<file path="src/rtl/peripheral_uart_tx_fifo_if.sv">
// Write handshake between the APB4 register front-end (master) and the UART transmit FIFO (slave).
interface peripheral_uart_tx_fifo_if #(
    parameter int DATA_WIDTH = 8
);
    logic                  wr_valid;
    logic [DATA_WIDTH-1:0] wr_data;
    logic                  wr_ready;

    modport master (output wr_valid, output wr_data, input  wr_ready);
    modport slave  (input  wr_valid, input  wr_data, output wr_ready);
endinterface

</file>
<file path="src/rtl/peripheral_uart_tx_fifo.sv">
// Parametrised UART transmit engine with built-in FIFO (5-8 data bits, optional parity, 1/2 stop bits).
// Optional line-break support is compiled in when UART_TX_BREAK_EN is defined.
module peripheral_uart_tx_fifo #(
    parameter int FIFO_DEPTH = 16,
    parameter int DIV_WIDTH  = 16,
    parameter int DATA_WIDTH = 8
) (
    input  logic                            CLK,
    input  logic                            RST,
    input  logic [DIV_WIDTH-1:0]            cfg_div_i,
    input  logic [1:0]                      cfg_bits_i,
    input  logic                            cfg_parity_en_i,
    input  logic                            cfg_parity_odd_i,
    input  logic                            cfg_stop2_i,
`ifdef UART_TX_BREAK_EN
    input  logic                            break_i,
`endif
    peripheral_uart_tx_fifo_if.slave        wr,
    output logic                            tx_o,
    output logic                            busy_o,
    output logic [$clog2(FIFO_DEPTH+1)-1:0] fifo_count_o,
    output logic                            event_o
);
    localparam int AW = $clog2(FIFO_DEPTH);
    localparam int CW = $clog2(FIFO_DEPTH + 1);
    localparam logic [CW-1:0]        FULL = CW'(FIFO_DEPTH);
    localparam logic [DIV_WIDTH-1:0] ONE  = DIV_WIDTH'(1);

    typedef enum logic [2:0] {S_IDLE, S_START, S_DATA, S_PARITY, S_STOP} state_t;

    function automatic logic frame_parity(input logic [DATA_WIDTH-1:0] d, input logic [1:0] bits,
                                          input logic odd);
        logic p;
        p = odd;
        for (int i = 0; i < 8; i++) begin
            if (i < 5 + int'(bits)) p = p ^ d[i];
        end
        return p;
    endfunction

    logic [DATA_WIDTH-1:0] mem_q [FIFO_DEPTH];
    logic [AW-1:0]         wr_ptr_q, rd_ptr_q;
    logic [CW-1:0]         count_q, count_d;
    logic                  push, pop, fifo_nonempty;
    logic [DATA_WIDTH-1:0] head;

    state_t                state_q;
    logic                  tx_q, busy_q, event_q;
    logic [DIV_WIDTH-1:0]  cnt_q, div_q;
    logic [DATA_WIDTH-1:0] shift_q;
    logic [2:0]            bitidx_q;
    logic [1:0]            bits_q;
    logic                  par_en_q, par_bit_q, stop2_q, stop_sec_q;
    logic                  bit_end, stop_end, last_bit, idle_go, chain_go;

    assign wr.wr_ready    = (count_q != FULL);
    assign push           = wr.wr_valid && wr.wr_ready;
    assign fifo_nonempty  = (count_q != '0);
    assign head           = mem_q[rd_ptr_q];
    assign fifo_count_o   = count_q;

    assign bit_end  = (cnt_q == '0);
    assign last_bit = (bitidx_q == (3'd4 + {1'b0, bits_q}));
    assign stop_end = (state_q == S_STOP) && bit_end && (!stop2_q || stop_sec_q);

`ifdef UART_TX_BREAK_EN
    logic brk_q;
    // A pending break, or the guard bit period after it, keeps the FSM parked in IDLE.
    assign idle_go  = !break_i && !brk_q;
    assign chain_go = !break_i;
`else
    assign idle_go  = 1'b1;
    assign chain_go = 1'b1;
`endif

    assign pop = fifo_nonempty && (((state_q == S_IDLE) && idle_go) || (stop_end && chain_go));

    always_comb begin
        count_d = count_q;
        case ({push, pop})
            2'b10:   count_d = count_q + CW'(1);
            2'b01:   count_d = count_q - CW'(1);
            default: count_d = count_q;
        endcase
    end

    always_ff @(posedge CLK) begin
        if (push) mem_q[wr_ptr_q] <= wr.wr_data;
    end

    always_ff @(posedge CLK) begin
        if (RST) begin
            wr_ptr_q <= '0;
            rd_ptr_q <= '0;
            count_q  <= '0;
        end else begin
            if (push) wr_ptr_q <= wr_ptr_q + AW'(1);
            if (pop)  rd_ptr_q <= rd_ptr_q + AW'(1);
            count_q <= count_d;
        end
    end

    always_ff @(posedge CLK) begin
        if (RST) begin
            state_q    <= S_IDLE;
            tx_q       <= 1'b1;
            busy_q     <= 1'b0;
            event_q    <= 1'b0;
            cnt_q      <= '0;
            stop_sec_q <= 1'b0;
`ifdef UART_TX_BREAK_EN
            brk_q      <= 1'b0;
`endif
        end else begin
            event_q <= 1'b0;
            if (pop) begin
                // Frame configuration is frozen here for the whole frame.
                state_q    <= S_START;
                busy_q     <= 1'b1;
                tx_q       <= 1'b0;
                cnt_q      <= cfg_div_i;
                div_q      <= cfg_div_i;
                bits_q     <= cfg_bits_i;
                par_en_q   <= cfg_parity_en_i;
                par_bit_q  <= frame_parity(head, cfg_bits_i, cfg_parity_odd_i);
                stop2_q    <= cfg_stop2_i;
                shift_q    <= head;
                bitidx_q   <= '0;
                stop_sec_q <= 1'b0;
            end else begin
                case (state_q)
                    S_IDLE: begin
`ifdef UART_TX_BREAK_EN
                        if (break_i) begin
                            tx_q  <= 1'b0;
                            brk_q <= 1'b1;
                            cnt_q <= cfg_div_i;
                        end else if (brk_q) begin
                            tx_q <= 1'b1;
                            if (bit_end) brk_q <= 1'b0;
                            else         cnt_q <= cnt_q - ONE;
                        end
`endif
                    end
                    S_START: begin
                        if (bit_end) begin
                            state_q  <= S_DATA;
                            tx_q     <= shift_q[0];
                            shift_q  <= shift_q >> 1;
                            bitidx_q <= '0;
                            cnt_q    <= div_q;
                        end else cnt_q <= cnt_q - ONE;
                    end
                    S_DATA: begin
                        if (bit_end) begin
                            cnt_q <= div_q;
                            if (last_bit) begin
                                state_q <= par_en_q ? S_PARITY : S_STOP;
                                tx_q    <= par_en_q ? par_bit_q : 1'b1;
                            end else begin
                                bitidx_q <= bitidx_q + 3'd1;
                                tx_q     <= shift_q[0];
                                shift_q  <= shift_q >> 1;
                            end
                        end else cnt_q <= cnt_q - ONE;
                    end
                    S_PARITY: begin
                        if (bit_end) begin
                            state_q <= S_STOP;
                            tx_q    <= 1'b1;
                            cnt_q   <= div_q;
                        end else cnt_q <= cnt_q - ONE;
                    end
                    S_STOP: begin
                        if (bit_end) begin
                            if (stop2_q && !stop_sec_q) begin
                                stop_sec_q <= 1'b1;
                                cnt_q      <= div_q;
                            end else begin
                                state_q <= S_IDLE;
                                busy_q  <= 1'b0;
                                event_q <= !fifo_nonempty;
                            end
                        end else cnt_q <= cnt_q - ONE;
                    end
                    default: state_q <= S_IDLE;
                endcase
            end
        end
    end

    assign tx_o    = tx_q;
    assign busy_o  = busy_q;
    assign event_o = event_q;
endmodule

</file>
<file path="src/flat_wrapper.sv">
// flat-port wrapper written by rule: the top's interface ports become plain ports
module peripheral_uart_tx_fifo_flat 
#(
    parameter int FIFO_DEPTH = 16,
    parameter int DIV_WIDTH  = 16,
    parameter int DATA_WIDTH = 8
)
  (CLK, RST, cfg_div_i, cfg_bits_i, cfg_parity_en_i, cfg_parity_odd_i, cfg_stop2_i, tx_o, busy_o, fifo_count_o, event_o, wr_wr_valid, wr_wr_data, wr_wr_ready);
  peripheral_uart_tx_fifo_if #(.DATA_WIDTH(DATA_WIDTH)) wr_i ();
  input  logic CLK;
  input  logic RST;
  input  logic [DIV_WIDTH-1:0] cfg_div_i;
  input  logic [1:0] cfg_bits_i;
  input  logic cfg_parity_en_i;
  input  logic cfg_parity_odd_i;
  input  logic cfg_stop2_i;
  output logic tx_o;
  output logic busy_o;
  output logic [$clog2(FIFO_DEPTH+1)-1:0] fifo_count_o;
  output logic event_o;
  input wire logic [$bits(wr_i.wr_valid)-1:0] wr_wr_valid;
  input wire logic [$bits(wr_i.wr_data)-1:0] wr_wr_data;
  output wire logic [$bits(wr_i.wr_ready)-1:0] wr_wr_ready;
  assign wr_i.wr_valid = wr_wr_valid;
  assign wr_i.wr_data = wr_wr_data;
  assign wr_wr_ready = wr_i.wr_ready;
  peripheral_uart_tx_fifo #(.FIFO_DEPTH(FIFO_DEPTH), .DIV_WIDTH(DIV_WIDTH), .DATA_WIDTH(DATA_WIDTH)) u_core (.CLK(CLK), .RST(RST), .cfg_div_i(cfg_div_i), .cfg_bits_i(cfg_bits_i), .cfg_parity_en_i(cfg_parity_en_i), .cfg_parity_odd_i(cfg_parity_odd_i), .cfg_stop2_i(cfg_stop2_i), .wr(wr_i), .tx_o(tx_o), .busy_o(busy_o), .fifo_count_o(fifo_count_o), .event_o(event_o));
endmodule
</file>
<file path="config.mk">
export PLATFORM = sky130hd
export DESIGN_NAME = peripheral_uart_tx_fifo_flat
export DESIGN_NICKNAME = d
export VERILOG_FILES = /design/src/rtl/peripheral_uart_tx_fifo_if.sv /design/src/rtl/peripheral_uart_tx_fifo.sv /design/src/flat_wrapper.sv
export SDC_FILE = /design/constraint.sdc
export NUM_CORES = 1
export LEC_CHECK = 0
export ABC_AREA = 1
export CORE_ASPECT_RATIO = 1.5
export CORE_UTILIZATION = 50
export CTS_BUF_LIST = sky130_fd_sc_hd__clkbuf_2 sky130_fd_sc_hd__clkbuf_4 sky130_fd_sc_hd__clkbuf_8
export DETAILED_ROUTE_END_ITERATION = 6
export PLACE_DENSITY = 0.79
export SYNTH_ARGS = -nofsm -noshare
export SYNTH_HDL_FRONTEND = slang
export SYNTH_SLANG_ARGS = --single-unit
</file>
<file path="constraint.sdc">
create_clock -name CLK -period 3.8 [get_ports CLK]
set_input_delay 1.14 -clock CLK [delete_from_list [all_inputs] [get_ports CLK]]
set_output_delay 1.14 -clock CLK [all_outputs]
set_load 0.01 [all_outputs]
</file>
Word-level counts from Yosys, hierarchy flattened. Memory sizes are Yosys's and may differ from the RTL's. A register that Yosys moved wholly into a read port is not among the register bits. Index checks and enable logic that the tools add are counted. Widths: inputs -> output; s select.

Memories kept: 1. Input port bits: 32. Register bits: 68. Output and inout bits: 9. RAM bits: 128.

Memory list: u_core.mem_q (depth 16, bits a word 8, read ports 1, clocked after memory_dff 1, write ports 1, RTL line peripheral_uart_tx_fifo.sv:41) `logic [DATA_WIDTH-1:0] mem_q [FIFO_DEPTH];`.

Equality and inequality tests: 24. Add/subtract/negate cells: 8. Order comparisons: 8. Bitwise logic cells: 12. Reductions and logical operators: 30. Mux-type cells: 61.

Operators by type and width (number): $lt 4x32->1 const A (4); $lt 3x32->1 const A (2); $mux 16 (4); $mux 1 (35); $lt 1x32->1 const A (1); $lt 2x32->1 const A (1); $mux 8 (4); $pmux 16 s2 (1); $mux 3 (10); $logic_not 16->1 (1); $pmux 8 s2 (1); $sub 16x1->16 const B (1); $ne 3x1->1 const B (5); $pmux 3 s5 (1); $ne 2x1->1 const B (7); $reduce_and 7->1 (2); $pmux 5 s2 (1); $add 4x1->4 const B (2); $mux 4 (2); $xor 1x1->1 (8); $eq 3x2->1 const B (2); $ne 3x2->1 const B (2); $pmux 3 s2 (1); $reduce_and 3->1 (2); 29 further kinds (43).

Longest topological paths before layout.
Word-level depth: 33. Gate-level depth with buffers: 20. Depth with buffers taken out: 19.

Worst setup path before layout. Ideal clock, no wire load.

Kind: register -> register. Start point: reg u_core.cnt_q[0]. End point: reg u_core.count_q[4] (netlist: u_core.fifo_count_o[4]). Stages on the path, launching flop included: 21. Data required time: 3.678 ns. Setup time: 0.122 ns. Path slack: 0.754 ns. Clock period less this slack: 3.046 ns. Data arrival time: 2.924 ns. Cell sequence: dfxtp_1 > inv_1 > ha_1 > inv_1 > nor3_4 > nand2_2 > nor2_8 > nand2_2 > nand2_2 > nand2_4 > clkinv_1 > buf_4 > ha_1 > fa_1 > a21o_1 > a21oi_1 > inv_1 > a21oi_1 > o21ai_0 > o21ai_0 > a21oi_1.

Cells in the longest elaborated chain, start to end: 7. Elaborated cells between the ends (all ways): 9. Classes of those cells: eq/ne (2); mux (1); reduce/logical (6).

Ends and longest elaborated chain: start: declaration (RTL line peripheral_uart_tx_fifo.sv:49) `logic [DIV_WIDTH-1:0] cnt_q, div_q;`; start signal: assignment (RTL line peripheral_uart_tx_fifo.sv:121) `cnt_q <= cfg_div_i;`; start signal: assignment (RTL line peripheral_uart_tx_fifo.sv:151) `cnt_q <= div_q;`; start signal: assignment (RTL line peripheral_uart_tx_fifo.sv:152) `end else cnt_q <= cnt_q - ONE;`; $logic_not 16->1 * (RTL line peripheral_uart_tx_fifo.sv:62) `assign bit_end = (cnt_q == '0);`; $logic_and 1x1->1 * (2 in a row) (RTL line peripheral_uart_tx_fifo.sv:64) `assign stop_end = (state_q == S_STOP) && bit_end && (!stop2_q || stop_sec_q);`; $logic_or 1x1->1 * (RTL line peripheral_uart_tx_fifo.sv:76) `assign pop = fifo_nonempty && (((state_q == S_IDLE) && idle_go) || (stop_end && chain_go));`; $logic_and 1x1->1 * (RTL line peripheral_uart_tx_fifo.sv:76); via u_core.pop (RTL line peripheral_uart_tx_fifo.sv:44) `logic push, pop, fifo_nonempty;`; $eq 2x1->1 / $eq 2x2->1 (equally long branches) (RTL line peripheral_uart_tx_fifo.sv:80) `case ({push, pop})`; $pmux 5 s2 / $reduce_bool 2->1 (equally long branches); end signal: assignment (RTL line peripheral_uart_tx_fifo.sv:99) `count_q <= count_d;`; end: declaration (RTL line peripheral_uart_tx_fifo.sv:43) `logic [CW-1:0] count_q, count_d;`.

The timed path passes the listed nets; every way through them passes the cells marked *. A chain may end at the register's enable or synchronous reset.

Worst setup path in the final report.
Start point: reg u_core.cnt_q[0]. End point: reg u_core.count_q[4] (netlist: u_core.fifo_count_o[4]).

Cells in the longest elaborated chain, start to end: 7. Elaborated cells between the ends (all ways): 9. Classes of those cells: eq/ne (2); mux (1); reduce/logical (6).

Ends and longest elaborated chain (RTL line): $logic_not 16->1 * (peripheral_uart_tx_fifo.sv:62); $logic_and 1x1->1 * (2 in a row) (peripheral_uart_tx_fifo.sv:64); $logic_or 1x1->1 * (peripheral_uart_tx_fifo.sv:76); $logic_and 1x1->1 * (peripheral_uart_tx_fifo.sv:76); $eq 2x1->1 / $eq 2x2->1 (equally long branches) (peripheral_uart_tx_fifo.sv:80); $pmux 5 s2 / $reduce_bool 2->1 (equally long branches).

Mark *: on every way between the ends. The rest lies on a longest branch, timed or not.

==> summary.txt <==
Power and ir drop
  – Power per cell area: 742 nW/um^2
  – Worst vdd ir: 0.000424 V
  – P_leak: 3.98 nW

Layout
  – Design area: 9990 sq um
  – # fillers: 1429
  – Area grow syn2layout: 11.0%
  – Share of layout cells above drive strength 1: 5.88%
  – Inserted Diodes: 0
  – Fin cells: 1199
  – Final nets: 1017

Floorplan
  – Initial cell density of the core: 51.4%
  – Die Span X: 112 microns
  – IO Pins: 41
  – Die footprint: 18600 sq um
  – Core ar.: 17500 sq um
  – Die Ht: 166 microns
  – Row Count: 59

Timing
  – Clock Skews: 0.0232 ns
  – FMAX: 0.335 GHz
  – Post-route clock period utilization: 78.5%
  – Worst rel slew slack: 46.4%
  – Slew Viols, Final: 0
  – Hold WS: 0.491 ns
  – Final Hold Viols: 0
  – Final min period: 2.98 ns
  – Final WS setup: 0.816 ns
  – Sum Neg Setup Slack: 0 ns
  – Final setup fails: 0
  – RSZ-0062 raised after global routing: no
  – Worst-Margin Slew: 0.802 ns

Global routing
  – Global-route wire length before repair: 32.4 mm
  – Initial antenna violation count: 0
  – Largest net degree at the start of global routing: 68
  – Vias in the first global route: 6593
  – GRT overflow: 0
  – GRT Util Overall: 22.8%

Routing
  – Via count of the routed design: 6594
  – DRT iter0 DRCs: 689
  – WL/cell: 17.0 microns
  – DRC Markers: 6
  – TritonRoute pass-1 iters: 7
  – Final Routed Wirelength: 20.4 mm
  – Routed Antenna Nets: 0
  – Vias per cell: 5.50

Clock network
  – Clock tree buffer depth: 2
  – CTS Buf Count: 17
  – Clock Sinks: 200
  – Post-CTS Setup Inserts: 0
  – Post-CTS Hold Fix Bufs: 0
  – CTS tree: built
  – Cts repair resizes: 0
  – Clock Tree Root: clkbuf_8
  – Reg clk slew, reported paths: 0.12 ns
  – Worst-Skew Late Latency: 0.47 ns
  – Htree depth: 4

Setup path
  – Critical R2R Launch: u_core.cnt_q[0]
  – Crit Path Max Fanout: 6
  – Worst Setup SP: u_core.cnt_q[0]
  – Critical path required time: 4.18 ns
  – Worst r2r dst: u_core.fifo_count_o[4]
  – Crit end category: flop
  – R2r setup slk: 0.82 ns
  – Crit start category: flop
  – WP data arrival: 3.36 ns
  – R2R depth: 19
  – Crit path kind: reg2reg

Placed design
  – GPL Wtd Cong: 0.896
  – Pre-CTS setup slack: 0.418 ns
  – PortBufs: 40
  – Placed cell area: 9580 sq um
  – DP HPWL: 13.3 mm
  – Post-Place Cells: 1167

Synthesis
  – Sequential area share after synthesis: 62.3%
  – Synth unique cells: 41
  – Largest cells by area after synthesis: edfxtp_1, nand2_1, dfxtp_1
  – #FFs+latches synth: 200
  – Cells after Synth: 940
  – Post-synth top area share: 53.4%
  – Syn_nets: 984
  – Synthesized area per cell: 9.58 sq um
  – Yosys warnings: 0
  – Post-synthesis cell area: 9000 sq um
  – Synth area leader: edfxtp_1

Hold path
  – Hold Crit Depth: 2
  – Hold Path Class: reg2reg
  – Hold EP: u_core.rd_ptr_q[2]
  – Hold Startpoint: u_core.rd_ptr_q[2]

Job
  – Max_cap viols: 0

Status
  – Status: finished, violations left
  – Failing checks: DRC
[cells in the final DEF (no fill, tap or decap), types with 14 or more instances in the layout]
master / count
o21ai_0: 54
edfxtp_1: 160
dfxtp_1: 39
clkbuf_8: 17
a21oi_1: 14
nor2_1: 76
nand2_1: 272
inv_1: 102
nand3_1: 83
clkdlybuf4s50_1: 40
a31oi_1: 21
[worst max path at each step]
stage,end,slack [ns]
floorplan,u_core.fifo_count_o[4],0.75
global placement,u_core.fifo_count_o[4],0.46
detailed placement,u_core.fifo_count_o[4],0.42
CTS,u_core.fifo_count_o[4],0.82
global route,u_core.fifo_count_o[4],0.56
finish,u_core.fifo_count_o[4],0.82
[worst max-delay path: stages, from the launching register on]
cell and delay [ns]:
dfxtp_1 0.33, inv_1 0.09, ha_1 0.18, inv_1 0.09, nor3_4 0.26, nand2_2 0.16
nor2_8 0.12, nand2_2 0.08, nand2_2 0.08, nand2_4 0.04, clkinv_1 0.06, ha_1 0.28
ha_1 0.32, a21o_1 0.18, a21oi_1 0.12, inv_1 0.06, a21oi_1 0.10, o21ai_0 0.10
o21ai_0 0.16, a21oi_1 0.05
[power breakdown]
part | internal, mW | leakage (nW) | switching [mW] | total [mW]
sequential | 2.76 | 1.79 | 0.195 | 2.96
combinational | 1.00 | 1.99 | 2.10 | 3.10
clock | 0.504 | 0.202 | 0.843 | 1.35
total | 4.27 | 3.98 | 3.14 | 7.41
[metrics by stage]
step | util, % | power (mW)
after CTS | 57.1 | 7.40
after floorplan | - | 5.24
final | 57.1 | 7.41
after global routing | 57.1 | 7.89
after detailed placement | 54.8 | 6.06
after global placement | 54.8 | 5.95
[synth_stat cells]
master and n:
a211oi_1 3, a21o_1 1, a21oi_1 14, a21oi_4 1, a31oi_1 21, a41oi_1 1
buf_1 3, buf_2 13, buf_4 1, buf_6 2, clkbuf_1 19, clkinv_1 3
dfxtp_1 40, edfxtp_1 160, fa_1 1, ha_1 11, inv_1 102, inv_2 1
nand2_1 272, nand2_2 3, nand2_4 1, nand3_1 83, nand4_1 2, nor2_1 77
nor2_2 1, nor2_8 1, nor3_1 8, nor3_2 1, nor3_4 1, nor3b_1 1
nor4_1 2, o211ai_1 5, o21ai_0 54, o21ai_1 12, o221ai_1 3, o22ai_1 1
o311ai_0 1, o31ai_1 1, or2_2 2, xnor2_1 3, xor2_1 8
[layer usage]
metal	share of wire, %	global-route usage, %	vias to the layer above
met4	3.8	12.1	0
met2	53	41.6	267
li1	-	-	3213
met3	5.4	3.98	59
met1	38	25.0	3055
met5	0	0	-
[sequential cells by signal, indices dropped and copies added (netlist names), 2 cells and up, named ones only]
signal	flops
u_core.bitidx_q	3
u_core.bits_q	2
u_core.cnt_q	16
u_core.div_q	16
u_core.fifo_count_o	5
u_core.mem_q	128
u_core.rd_ptr_q	4
u_core.shift_q	8
u_core.state_q	3
u_core.wr_ptr_q	4
[cell type report]
type	count	area [sq um]	area share [%]
clock buffers	17	234	2.34
multi-input cells	596	2820	28.3
clock inverters	15	171	1.72
inverters	106	398	3.98
repair buffers	52	490	4.91
well taps	213	267	2.67
flip-flops and latches	200	5610	56.1
[logic make-up (layout without fill, tap and decap cells)]
logic type	after synthesis	in the layout	synth area share (%)
xor+xnor	11	11	1.07
flops	200	200	62.3
fa+ha+maj	12	12	1.75
compound gates	118	118	7.48
simple gates	455	455	21.0
buf+inv	144	190	6.39
Note: power is estimated with default switching activity, not from simulation.
